**config.mk**
```make
export PLATFORM = sky130hd
export DESIGN_NAME = csr_access_arbiter
export DESIGN_NICKNAME = d
export VERILOG_FILES = /design/src/rtl/csr_arb_pkg.sv /design/src/rtl/rr_arbiter.sv /design/src/rtl/csr_access_arbiter.sv
export SDC_FILE = /design/constraint.sdc
export NUM_CORES = 1
export LEC_CHECK = 0
export CAP_MARGIN = 0
export CORE_ASPECT_RATIO = 0.7
export CORE_MARGIN = 10
export CORE_UTILIZATION = 40
export CTS_BUF_LIST = sky130_fd_sc_hd__clkbuf_4
export CTS_CLUSTER_DIAMETER = 60
export DETAILED_ROUTE_END_ITERATION = 12
export GPL_TIMING_DRIVEN = 0
export PLACE_DENSITY = 0.83
export SYNTH_ARGS = -nofsm -noshare
export SYNTH_HDL_FRONTEND = slang
export SYNTH_SLANG_ARGS = --single-unit
```
**constraint.sdc**
```tcl
create_clock -name ref_clk -period 2.3 [get_ports ref_clk]
set_input_delay 0.575 -clock ref_clk [delete_from_list [all_inputs] [get_ports ref_clk]]
set_output_delay 0.575 -clock ref_clk [all_outputs]
set_load 0.005 [all_outputs]
```
**src/rtl/csr_arb_pkg.sv**
```systemverilog
// Shared types and constants for the CSR access arbiter: FSM state encoding
// and the read data returned when a slave response times out.
package csr_arb_pkg;

  typedef enum logic [1:0] {
    ST_IDLE     = 2'd0,
    ST_ISSUE    = 2'd1,
    ST_WAIT_RSP = 2'd2
  } arb_state_e;

  // Sliced down to the configured data width at the point of use.
  localparam logic [63:0] TIMEOUT_RDATA = '1;

endpackage

```
**src/rtl/rr_arbiter.sv**
```systemverilog
// Combinational round-robin picker: the first requester at or after ptr
// (wrapping modulo NUM_MST) wins; returns a one-hot grant plus its index.
module rr_arbiter #(
  parameter int NUM_MST = 2,
  parameter int IW      = (NUM_MST > 1) ? $clog2(NUM_MST) : 1
) (
  input  logic [NUM_MST-1:0] req,
  input  logic [IW-1:0]      ptr,
  output logic [NUM_MST-1:0] gnt,
  output logic [IW-1:0]      idx
);

  always_comb begin
    logic          found;
    int            cand;
    logic [IW-1:0] sel;
    gnt   = '0;
    idx   = '0;
    found = 1'b0;
    cand  = 0;
    sel   = '0;
    for (int k = 0; k < NUM_MST; k++) begin
      cand = int'(ptr) + k;
      if (cand >= NUM_MST) cand = cand - NUM_MST;
      sel = IW'(cand);
      if (!found && req[sel]) begin
        found    = 1'b1;
        gnt[sel] = 1'b1;
        idx      = sel;
      end
    end
  end

endmodule

```
**src/rtl/csr_access_arbiter.sv**
```systemverilog
// Shares one CSR slave port between NUM_MST masters, one transaction at a time,
// round-robin. Define CSR_ARB_TIMEOUT_EN to add the response-wait timeout.
module csr_access_arbiter
  import csr_arb_pkg::*;
#(
  parameter int NUM_MST     = 2,
  parameter int AW          = 16,
  parameter int DW          = 32,
  parameter int TIMEOUT_CYC = 255
) (
  input  logic                  ref_clk,
  input  logic                  sys_rstn,
  input  logic [NUM_MST-1:0]    mst_req,
  input  logic [NUM_MST-1:0]    mst_we,
  input  logic [NUM_MST*AW-1:0] mst_addr,
  input  logic [NUM_MST*DW-1:0] mst_wdata,
  output logic [NUM_MST-1:0]    mst_gnt,
  output logic [NUM_MST-1:0]    mst_rsp_vld,
  output logic [DW-1:0]         mst_rdata,
  output logic                  mst_err,
  output logic                  slv_req,
  output logic                  slv_we,
  output logic [AW-1:0]         slv_addr,
  output logic [DW-1:0]         slv_wdata,
  input  logic                  slv_ack,
  input  logic                  slv_rsp_vld,
  input  logic [DW-1:0]         slv_rdata,
  input  logic                  slv_err
);

  localparam int IW = (NUM_MST > 1) ? $clog2(NUM_MST) : 1;

  arb_state_e         state, state_next;
  logic [IW-1:0]      rr_ptr, win_idx, arb_idx;
  logic [NUM_MST-1:0] arb_gnt;
  logic               grant_take, rsp_take, rsp_tmo;

  rr_arbiter #(.NUM_MST(NUM_MST), .IW(IW)) u_rr_arbiter (
    .req (mst_req),
    .ptr (rr_ptr),
    .gnt (arb_gnt),
    .idx (arb_idx)
  );

`ifdef CSR_ARB_TIMEOUT_EN
  localparam int TW = $clog2(TIMEOUT_CYC + 1);
  logic [TW-1:0] tmo_cnt;

  // Counts cycles spent in WAIT_RSP; zero on every entry since entry is only from ISSUE.
  always_ff @(posedge ref_clk or negedge sys_rstn) begin
    if (!sys_rstn)                tmo_cnt <= '0;
    else if (state == ST_WAIT_RSP) tmo_cnt <= tmo_cnt + TW'(1);
    else                          tmo_cnt <= '0;
  end
`endif

  // NOTE: sequential state uses non-blocking assignments so every register samples pre-edge values.
  always_ff @(posedge ref_clk or negedge sys_rstn) begin
    if (!sys_rstn) state <= ST_IDLE;
    else           state <= state_next;
  end

  // NOTE: every output of this block gets a default first, so no path can infer a latch.
  always_comb begin
    state_next = state;
    grant_take = 1'b0;
    rsp_take   = 1'b0;
    rsp_tmo    = 1'b0;
    unique case (state)
      ST_IDLE: begin
        if (|mst_req) begin
          grant_take = 1'b1;
          state_next = ST_ISSUE;
        end
      end
      ST_ISSUE: begin
        // A response arriving with the ack completes the transaction right away.
        if (slv_ack) begin
          if (slv_rsp_vld) begin
            rsp_take   = 1'b1;
            state_next = ST_IDLE;
          end else begin
            state_next = ST_WAIT_RSP;
          end
        end
      end
      ST_WAIT_RSP: begin
        if (slv_rsp_vld) begin
          rsp_take   = 1'b1;
          state_next = ST_IDLE;
        end
`ifdef CSR_ARB_TIMEOUT_EN
        else if (tmo_cnt == TW'(TIMEOUT_CYC - 1)) begin
          rsp_tmo    = 1'b1;
          state_next = ST_IDLE;
        end
`endif
      end
      default: state_next = ST_IDLE;
    endcase
  end

  assign slv_req = (state == ST_ISSUE);

  always_ff @(posedge ref_clk or negedge sys_rstn) begin
    if (!sys_rstn) begin
      rr_ptr      <= '0;
      win_idx     <= '0;
      slv_we      <= 1'b0;
      slv_addr    <= '0;
      slv_wdata   <= '0;
      mst_gnt     <= '0;
      mst_rsp_vld <= '0;
      mst_rdata   <= '0;
      mst_err     <= 1'b0;
    end else begin
      mst_gnt     <= '0;
      mst_rsp_vld <= '0;
      if (grant_take) begin
        mst_gnt   <= arb_gnt;
        win_idx   <= arb_idx;
        slv_we    <= mst_we[arb_idx];
        slv_addr  <= mst_addr[int'(arb_idx)*AW +: AW];
        slv_wdata <= mst_wdata[int'(arb_idx)*DW +: DW];
      end
      if (rsp_take || rsp_tmo) begin
        mst_rsp_vld <= NUM_MST'(1) << win_idx;
        mst_rdata   <= rsp_tmo ? TIMEOUT_RDATA[DW-1:0] : slv_rdata;
        mst_err     <= rsp_tmo ? 1'b1 : slv_err;
        rr_ptr      <= (win_idx == IW'(NUM_MST - 1)) ? '0 : win_idx + IW'(1);
      end
    end
  end

endmodule

```
## Word-level counts from Yosys, hierarchy flattened

Index checks and enable logic that the tools add are counted.

| storage, ports and cells | value |
|---|---|
| register bits after elaboration | 90 |
| output and inout bits | 87 |
| input bits | 137 |
| word-level logic and storage cells | 67 |

| operators by class | value |
|---|---|
| $lt $le $gt $ge | 7 |
| bitwise operators | 1 |
| shift-type cells | 3 |
| reduce and logical (&&, ||, !) cells | 7 |
| multiplexer cells | 30 |
| equal/unequal tests | 5 |
| add/subtract/negate cells | 4 |

Operator list:

| kind | number |
|---|---|
| indexed part select 64 x 7 -> 32 bit | 1 |
| indexed part select 32 x 6 -> 16 bit | 1 |
| 2-to-1 mux 1 bit | 18 |
| 2-to-1 mux 2 bit | 8 |
| less-than comparator 1 x 2 -> 1 bit, second input constant | 3 |
| case mux 2 bit (3 select lines) | 1 |
| inequality test 2 bit, second input constant | 2 |
| logical AND 1 bit | 3 |
| AND reduction 3 bit | 1 |
| adder 1 x 1 -> 2 bit, second input constant | 1 |
| demux 1 bit (select 1 bit) | 2 |
| equality test 2 x 1 -> 1 bit, second input constant | 1 |
| equality test 2 bit, second input constant | 1 |
| greater-or-equal comparator 1 bit, second input constant | 2 |
| greater-or-equal comparator 1 x 2 -> 1 bit, second input constant | 1 |
| greater-or-equal comparator 2 bit, second input constant | 1 |
| zero test 2 bit | 1 |
| inequality test 2 x 1 -> 1 bit, second input constant | 1 |
| OR 2 bit | 1 |
| case mux 1 bit (2 select lines) | 1 |
| OR reduction 2 bit | 1 |
| left shift 1 x 1 -> 2 bit, first input constant | 1 |
| subtractor 1 bit, second input constant | 2 |
| adder 1 bit, second input constant | 1 |
| zero test 1 bit | 1 |

## Longest topological paths before layout

Gate-level depths: netlist of the first run.

| logic depth | value |
|---|---|
| word-level depth | 10 |
| depth in mapped cells | 7 |
| mapped depth without buffers | 5 |

## Hierarchy

Synthesis of the first run repeated with hierarchy kept, for this count alone.

| second synthesis, totals | value |
|---|---|
| cell total of the unflattened synthesis | 321 |
| area total of the unflattened synthesis | 3,917.5 µm² |

By module, submodules not included:

| module | sequential area each (µm²) | area an instance (µm²) | times used | cells an instance |
|---|---|---|---|---|
| csr_access_arbiter | 2,252.2 | 3,887.5 | 1 | 317 |
| rr_arbiter | 0.0 | 30.0 | 1 | 4 |

## Least setup slack after synthesis of the first run

OpenSTA, ideal clock, no wires.

| timing path | value |
|---|---|
| path type | reg2reg |
| start | register state[0] |
| end | register mst_err |
| clock period less this slack | 1.699 ns |
| library setup time | 0.125 ns |
| path slack | 0.601 ns |
| arrival time | 1.574 ns |
| stages on the path, launching flop included | 7 |
| buffers on the path | 1 |
| cells stage by stage | dfrtp_1 inv_1 ha_1 nand2_1 nor2_2 buf_4 mux2_2 |

| between the ends | value |
|---|---|
| longest elaborated chain between the ends | 2 |

RTL lines:

| element | RTL line | text |
|---|---|---|
| start: declaration | csr_access_arbiter.sv:33 | `arb_state_e state, state_next;` |
| start signal: assignment | csr_access_arbiter.sv:60 | `else state <= state_next;` |
| equality test 2 bit or equality test 2 x 1 -> 1 bit (tied branches) | csr_access_arbiter.sv:69 | `unique case (state)` |
| case mux 1 bit (2 select lines) * | csr_access_arbiter.sv:69 |  |
| end signal: assignment | csr_access_arbiter.sv:129 | `mst_err <= rsp_tmo ? 1'b1 : slv_err;` |
| end: declaration | csr_access_arbiter.sv:20 | `output logic mst_err,` |

Every way passes the cells marked *; elsewhere a longest branch is shown, timed or not.
A chain may end at the register's enable or synchronous reset.

## Worst setup path in the final report of the first run

| timing path | value |
|---|---|
| start | register state[1] |
| end | output slv_req |

| between the ends | value |
|---|---|
| longest elaborated chain between the ends | 1 |

RTL lines:

| element | RTL line | text |
|---|---|---|
| equality test 2 x 1 -> 1 bit | csr_access_arbiter.sv:103 | `assign slv_req = (state == ST_ISSUE);` |
| end: declaration | csr_access_arbiter.sv:21 | `output logic slv_req,` |

Every way passes these cells.

==> results of run 1 <==
logic make-up (layout without fill, tap and decap cells):
logic type | after synthesis | in the layout
compound gates | 153 | 153
buf+inv | 41 | 280
mux | 36 | 36
fa+ha+maj | 5 | 5
flops | 90 | 90
simple gates | 58 | 58
layer usage:
metal	track usage	part of all wire
met1	0.244	0.41
met2	0.316	0.48
met3	0.0734	0.088
met4	0.0528	0.014
met5	0	0
through the flow:
| step | setup slack, ps | power, mW | std cells |
|---|---|---|---|
| 3_3_place_gp | -2620 | 6.74 | 733 |
| 2_1_floorplan | 601 | 4.50 | 383 |
| 4_1_cts | 271 | 7.85 | 750 |
| 5_1_grt | 161 | 8.34 | 750 |
| 6_report | 325 | 7.77 | 750 |
| 3_5_place_dp | -7.04 | 6.89 | 734 |
layout by cell type, fill, tap and decap left out, types with 2 or more instances in the layout:
master,netlist,routed
clkinvlp_4,0,2
a21oi_1,51,51
o21ai_0,48,48
a31oi_1,49,49
inv_6,0,3
mux2_2,33,33
mux2i_1,2,2
ha_1,5,5
clkbuf_4,0,9
dfrtp_1,90,90
buf_4,6,7
inv_1,5,4
clkdlybuf4s50_1,0,220
inv_2,1,2
nor2_1,50,50
nand2_1,2,2
buf_2,9,9
clkbuf_1,18,18
clkbuf_2,2,2
worst min-delay path by stage:
stage / to / from / slack [ps]
global placement: mst_rsp_vld[0]$_DFF_PN0_ / win_idx$_DFFE_PN0P_ / 490
floorplan: mst_err$_DFFE_PN0P_ / sys_rstn / 280
global route: mst_rdata[20]$_DFFE_PN0P_ / sys_rstn / 140
CTS: mst_rdata[20]$_DFFE_PN0P_ / sys_rstn / 130
detailed placement: mst_rsp_vld[0]$_DFF_PN0_ / win_idx$_DFFE_PN0P_ / 490
finish: mst_rdata[15]$_DFFE_PN0P_ / sys_rstn / 150
final cells by class:
class	instances	area, um^2	area share
multi-input combinational	252	1540	0.236
clock inverter	7	82.6	0.0126
buffer	35	168	0.0257
tap	128	160	0.0245
timing repair buffer	223	2240	0.343
inverter	6	22.5	0.00345
sequential	90	2250	0.345
clock buffer	9	67.6	0.0103
report_power, final:
part / internal [mW] / switching (mW)
sequential: 2.37 / 0.414
combinational: 2.33 / 1.71
clock: 0.351 / 0.594
state kept, by name (all words and copies together), names as in the netlist:
signal and flops:
rr_ptr 1, win_idx 1, slv_we 1, slv_addr 16, mst_rsp_vld 2, mst_gnt 2
mst_err 1, mst_rdata 32, state 2, slv_wdata 32
worst max-delay path, cell delays in order, from the launching register on:
cell           delay [ps]
dfrtp_1               430
inv_2                 100
ha_1                  170
dlygate4sd2_1         260
synth_stat cells, types with 2 or more instances:
cell	count	area, um^2
mux2_2	33	372
clkbuf_2	2	10.0
o21ai_0	48	240
ha_1	5	62.6
a31oi_1	49	307
buf_2	9	45.0
a21oi_1	51	255
nor2_1	50	188
dfrtp_1	90	2250
mux2i_1	2	20.0
buf_4	6	45.0
nand2_1	2	7.51
clkbuf_1	18	67.6
inv_1	5	18.8
timing repair:
item	in CTS	in global routing
gates resized for setup	2	0
setup buffers	0	0
endpoints found under the setup margin	1	0
==> qor.yml, run 1 <==
status: "finished clean"
dieArea_mm2: 0.0144
synth_adder_area_share: 0.0157
avgSynthCellArea_um2: 10.4
ir_worst_vdd_mv: 0.694
drt_wl_total_um: 14500
rsz0062_at_grt: "no"
path_clk_slew_ps: 160
grt_first_pass_wirelength_um: 22500
row_count: 30
critical_path_class: "reg -> out"
yosysWarnings: 0
cts_max_path_buffers: 2
worst_pin_slew_ps: 678
detail_route.vias_per_cell: 5.29
p_leak_nw: 2.63
ant_nets: 0
syn-instance-count: 383
async_flop_share: 1.00
gp_congestion: 0.910
drc: 0
hold_viol: 0
end_kind: "primary output"
synthesis.nets: 525
io_pins: 224
initial_utilization: 0.411
overflow: 0
cts_inserted_buffers: 9
required_ps: 1730
synth_compound_area_frac: 0.211
synth_xor_area_frac: 0
synthFlopType: "dfrtp_1"
clock.fmax_mhz: 506
fin_hold_ws_ps: 147
h-tree-depth: 3
final-setup-viol-count: 0
cap_violations: 0
grt_max_degree: 54
dr.first_iter.drc_count: 254
synth_top_family_by_area: "compound AO/OA/AOI/OAI gates"
fill_cells: 757
yosysSeqAreaShare: 0.566
fp.coreArea_mm2: 0.00968
report.final.slew_viol_count: 0
hold_path.class: "in -> async"
vias: 3965
routedWlPerCell_um: 19.3
r2r_setup_slack_ps: 350
tns_ps: 0
synth-simple-area-share: 0.0585
die_h_um: 103
worst_skew_pair.late_latency_ps: 440
r2r-start: "state[0]$_DFFE_PN0P_"
worst_setup_path_endpoint: "slv_req"
cts_sinks: 90
ys_ff_latch: 90
worst_setup_path_start_kind: "flip-flop"
track_usage: 0.196
rr_worst_depth: 6
portBuffers: 222
synth.area.mux_share: 0.101
startpoint: "state[1]$_DFFE_PN0P_"
finish.net_count: 759
cts_tree: "built"
hold_buffers: 0
grt_pass1_vias: 4008
cp_max_fo: 5
synth-edff-count: 0
hpwl_um: 11300
r2r-end: "mst_rdata[7]$_DFFE_PN0P_"
slew_headroom: 0.548
syn_area_mm2: 0.00398
drive_above_1_share: 0.116
root_buffer: "clkbuf_4"
skew_ps: 13.8
antenna_found_initial: 0
arrival_ps: 1400
fin_util: 0.674
diodes: 0
dieWidth_um: 139
finish.instance_area_mm2: 0.00653
dr.pass1.iters: 5
p_per_area_mw_per_mm2: 1190
fin_crit_sh: 0.859
place_area_mm2: 0.00638
syn_to_final_growth_pct: 64.0
synth_cell_types: 27
finalCriticalPeriod_ps: 1980
Note: power is estimated with default switching activity, not from simulation.
==> run 2: changes to the inputs <==
--- a/config.mk
+++ b/config.mk
@@ -13,7 +13,7 @@
 export CTS_CLUSTER_DIAMETER = 60
 export DETAILED_ROUTE_END_ITERATION = 12
 export GPL_TIMING_DRIVEN = 0
-export PLACE_DENSITY = 0.83
+export PLACE_DENSITY_LB_ADDON = 0.08
 export SYNTH_ARGS = -nofsm -noshare
 export SYNTH_HDL_FRONTEND = slang
 export SYNTH_SLANG_ARGS = --single-unit
==> qor.yml, run 2 (synthesized netlist as in run 1, its figures left out) <==
layout_common_cells: "clkdlybuf4s50_1 (220), dfrtp_1 (90), a21oi_1 (51), nor2_1 (50), a31oi_1 (49)"
skew_ps: 19.3
dp.cells: 734
hold_path.class: "in -> async"
fin_crit_sh: 0.850
ir_worst_vdd_mv: 0.635
h-tree-depth: 3
cpMaxStageDelayCell: "dfrtp_1"
status: "finished clean"
antenna_found_initial: 0
dr.pass1.iters: 5
detail_route.vias_per_cell: 5.30
cap_violations: 0
report.final.slew_viol_count: 0
required_ps: 2640
cpLargestDelayFamily: "flip-flops"
hold_viol: 0
io_pins: 224
finalCriticalPeriod_ps: 1960
cts_inserted_buffers: 9
critical_path_class: "reg -> reg"
portBuffers: 222
wl_met1_um: 5760
dr.first_iter.drc_count: 180
fill_cells: 765
grt_max_degree: 51
routedWlPerCell_um: 19.5
multi_input_area_mm2: 0.00154
postCtsSetupRepairBufs: 0
place_area_mm2: 0.00639
vias: 3974
cts_sinks: 90
layout_setup_ws_ps: 345
drive_above_1_share: 0.114
row_count: 30
cts_max_path_buffers: 2
cpPeakStageDelay_ps: 430
clock.fmax_mhz: 512
p_per_area_mw_per_mm2: 1190
maxUsedRoutingLayer: "met4"
initial_utilization: 0.411
dieWidth_um: 139
p_leak_nw: 2.65
grt_pass1_vias: 4204
grt_first_pass_wirelength_um: 22400
finish.instance_area_mm2: 0.00655
regArea_mm2: 0.00225
dieArea_mm2: 0.0144
track_usage: 0.196
die_h_um: 103
rsz0062_at_grt: "no"
cp_max_fo: 10
worst_skew_pair.late_latency_ps: 450
place_ws_ps: 70.0
overflow: 0
fin_util: 0.677
final-setup-viol-count: 0
path_buf_inv: 2
arrival_ps: 2290
slew_headroom: 0.632
worst_setup_path_start_kind: "flip-flop"
largestRegisters: "mst_rdata: 32 flops, slv_wdata: 32 flops, slv_addr: 16 flops"
end_kind: "flip-flop"
finish.net_count: 759
final_common_cell: "clkdlybuf4s50_1"
path_clk_slew_ps: 140
hpwl_um: 11300
worst_pin_slew_ps: 552
diodes: 0
gp_congestion: 0.841
cts_tree: "built"
root_buffer: "clkbuf_4"
syn_to_final_growth_pct: 64.6
fin_cells: 750
fp.coreArea_mm2: 0.00968
dr_wl_met2_um: 7000
tns_ps: 0
crit_chain: "inv_1 > ha_1 > nand2_1 > nor2_2 > buf_4 > mux2_2"
drt_wl_total_um: 14600
drc: 0
dr_wl_met3_um: 1590
ant_nets: 0
-- run 2: power by group --
part | total [mW] | leakage, nW | switching, mW | internal (mW)
clock network | 1.00 | 0.0835 | 0.565 | 0.439
logic | 4.02 | 1.52 | 1.68 | 2.34
registers | 2.79 | 1.05 | 0.420 | 2.37
-- run 2: repair_timing --
| item | 4_1_cts | 5_1_grt |
|---|---|---|
| gates resized for setup | 1 | 1 |
| hold buffers | 0 | 0 |
| endpoints found under the setup margin | 1 | 1 |
-- run 2: metal layers --
layer / global-route usage / vias up
met5: 0 / -
li1: - / 1833
met4: 0.0576 / 0
met1: 0.226 / 1952
met2: 0.320 / 170
met3: 0.0949 / 19
-- run 2: path summary, 6_finish.rpt --
check | depth (start not counted) | slack, ps | startpoint | endpoint
setup / recovery | 6 | 340 | state[0]$_DFFE_PN0P_ | mst_rdata[8]$_DFFE_PN0P_
hold / removal | 1 | 100 | sys_rstn | slv_wdata[5]$_DFFE_PN0P_
setup reg to reg | 6 | 340 | state[0]$_DFFE_PN0P_ | mst_rdata[8]$_DFFE_PN0P_
hold reg to reg | 1 | 500 | win_idx$_DFFE_PN0P_ | mst_rsp_vld[0]$_DFF_PN0_
max in group asynchronous | 2 | 1570 | sys_rstn | mst_rdata[24]$_DFFE_PN0P_
min in group ref_clk | 2 | 490 | mst_req[1] | mst_gnt[1]$_DFF_PN0_
-- run 2: final cells by class --
| class | instances | area share |
|---|---|---|
| Clock buffer | 9 | 0.0103 |
| Inverter | 6 | 0.00344 |
| Clock inverter | 7 | 0.0143 |
| Timing Repair Buffer | 223 | 0.343 |
| Multi-Input combinational cell | 252 | 0.235 |
| Buffer | 35 | 0.0256 |
| Tap cell | 128 | 0.0244 |
| Sequential cell | 90 | 0.344 |
-- run 2: metrics by stage --
step           power, mW  hold WS [ps]
6_report            7.81          95.6
5_1_grt             8.40          86.2
4_1_cts             7.92          88.4
3_5_place_dp        6.89           483
3_3_place_gp        6.75           482
2_1_floorplan       4.50           279
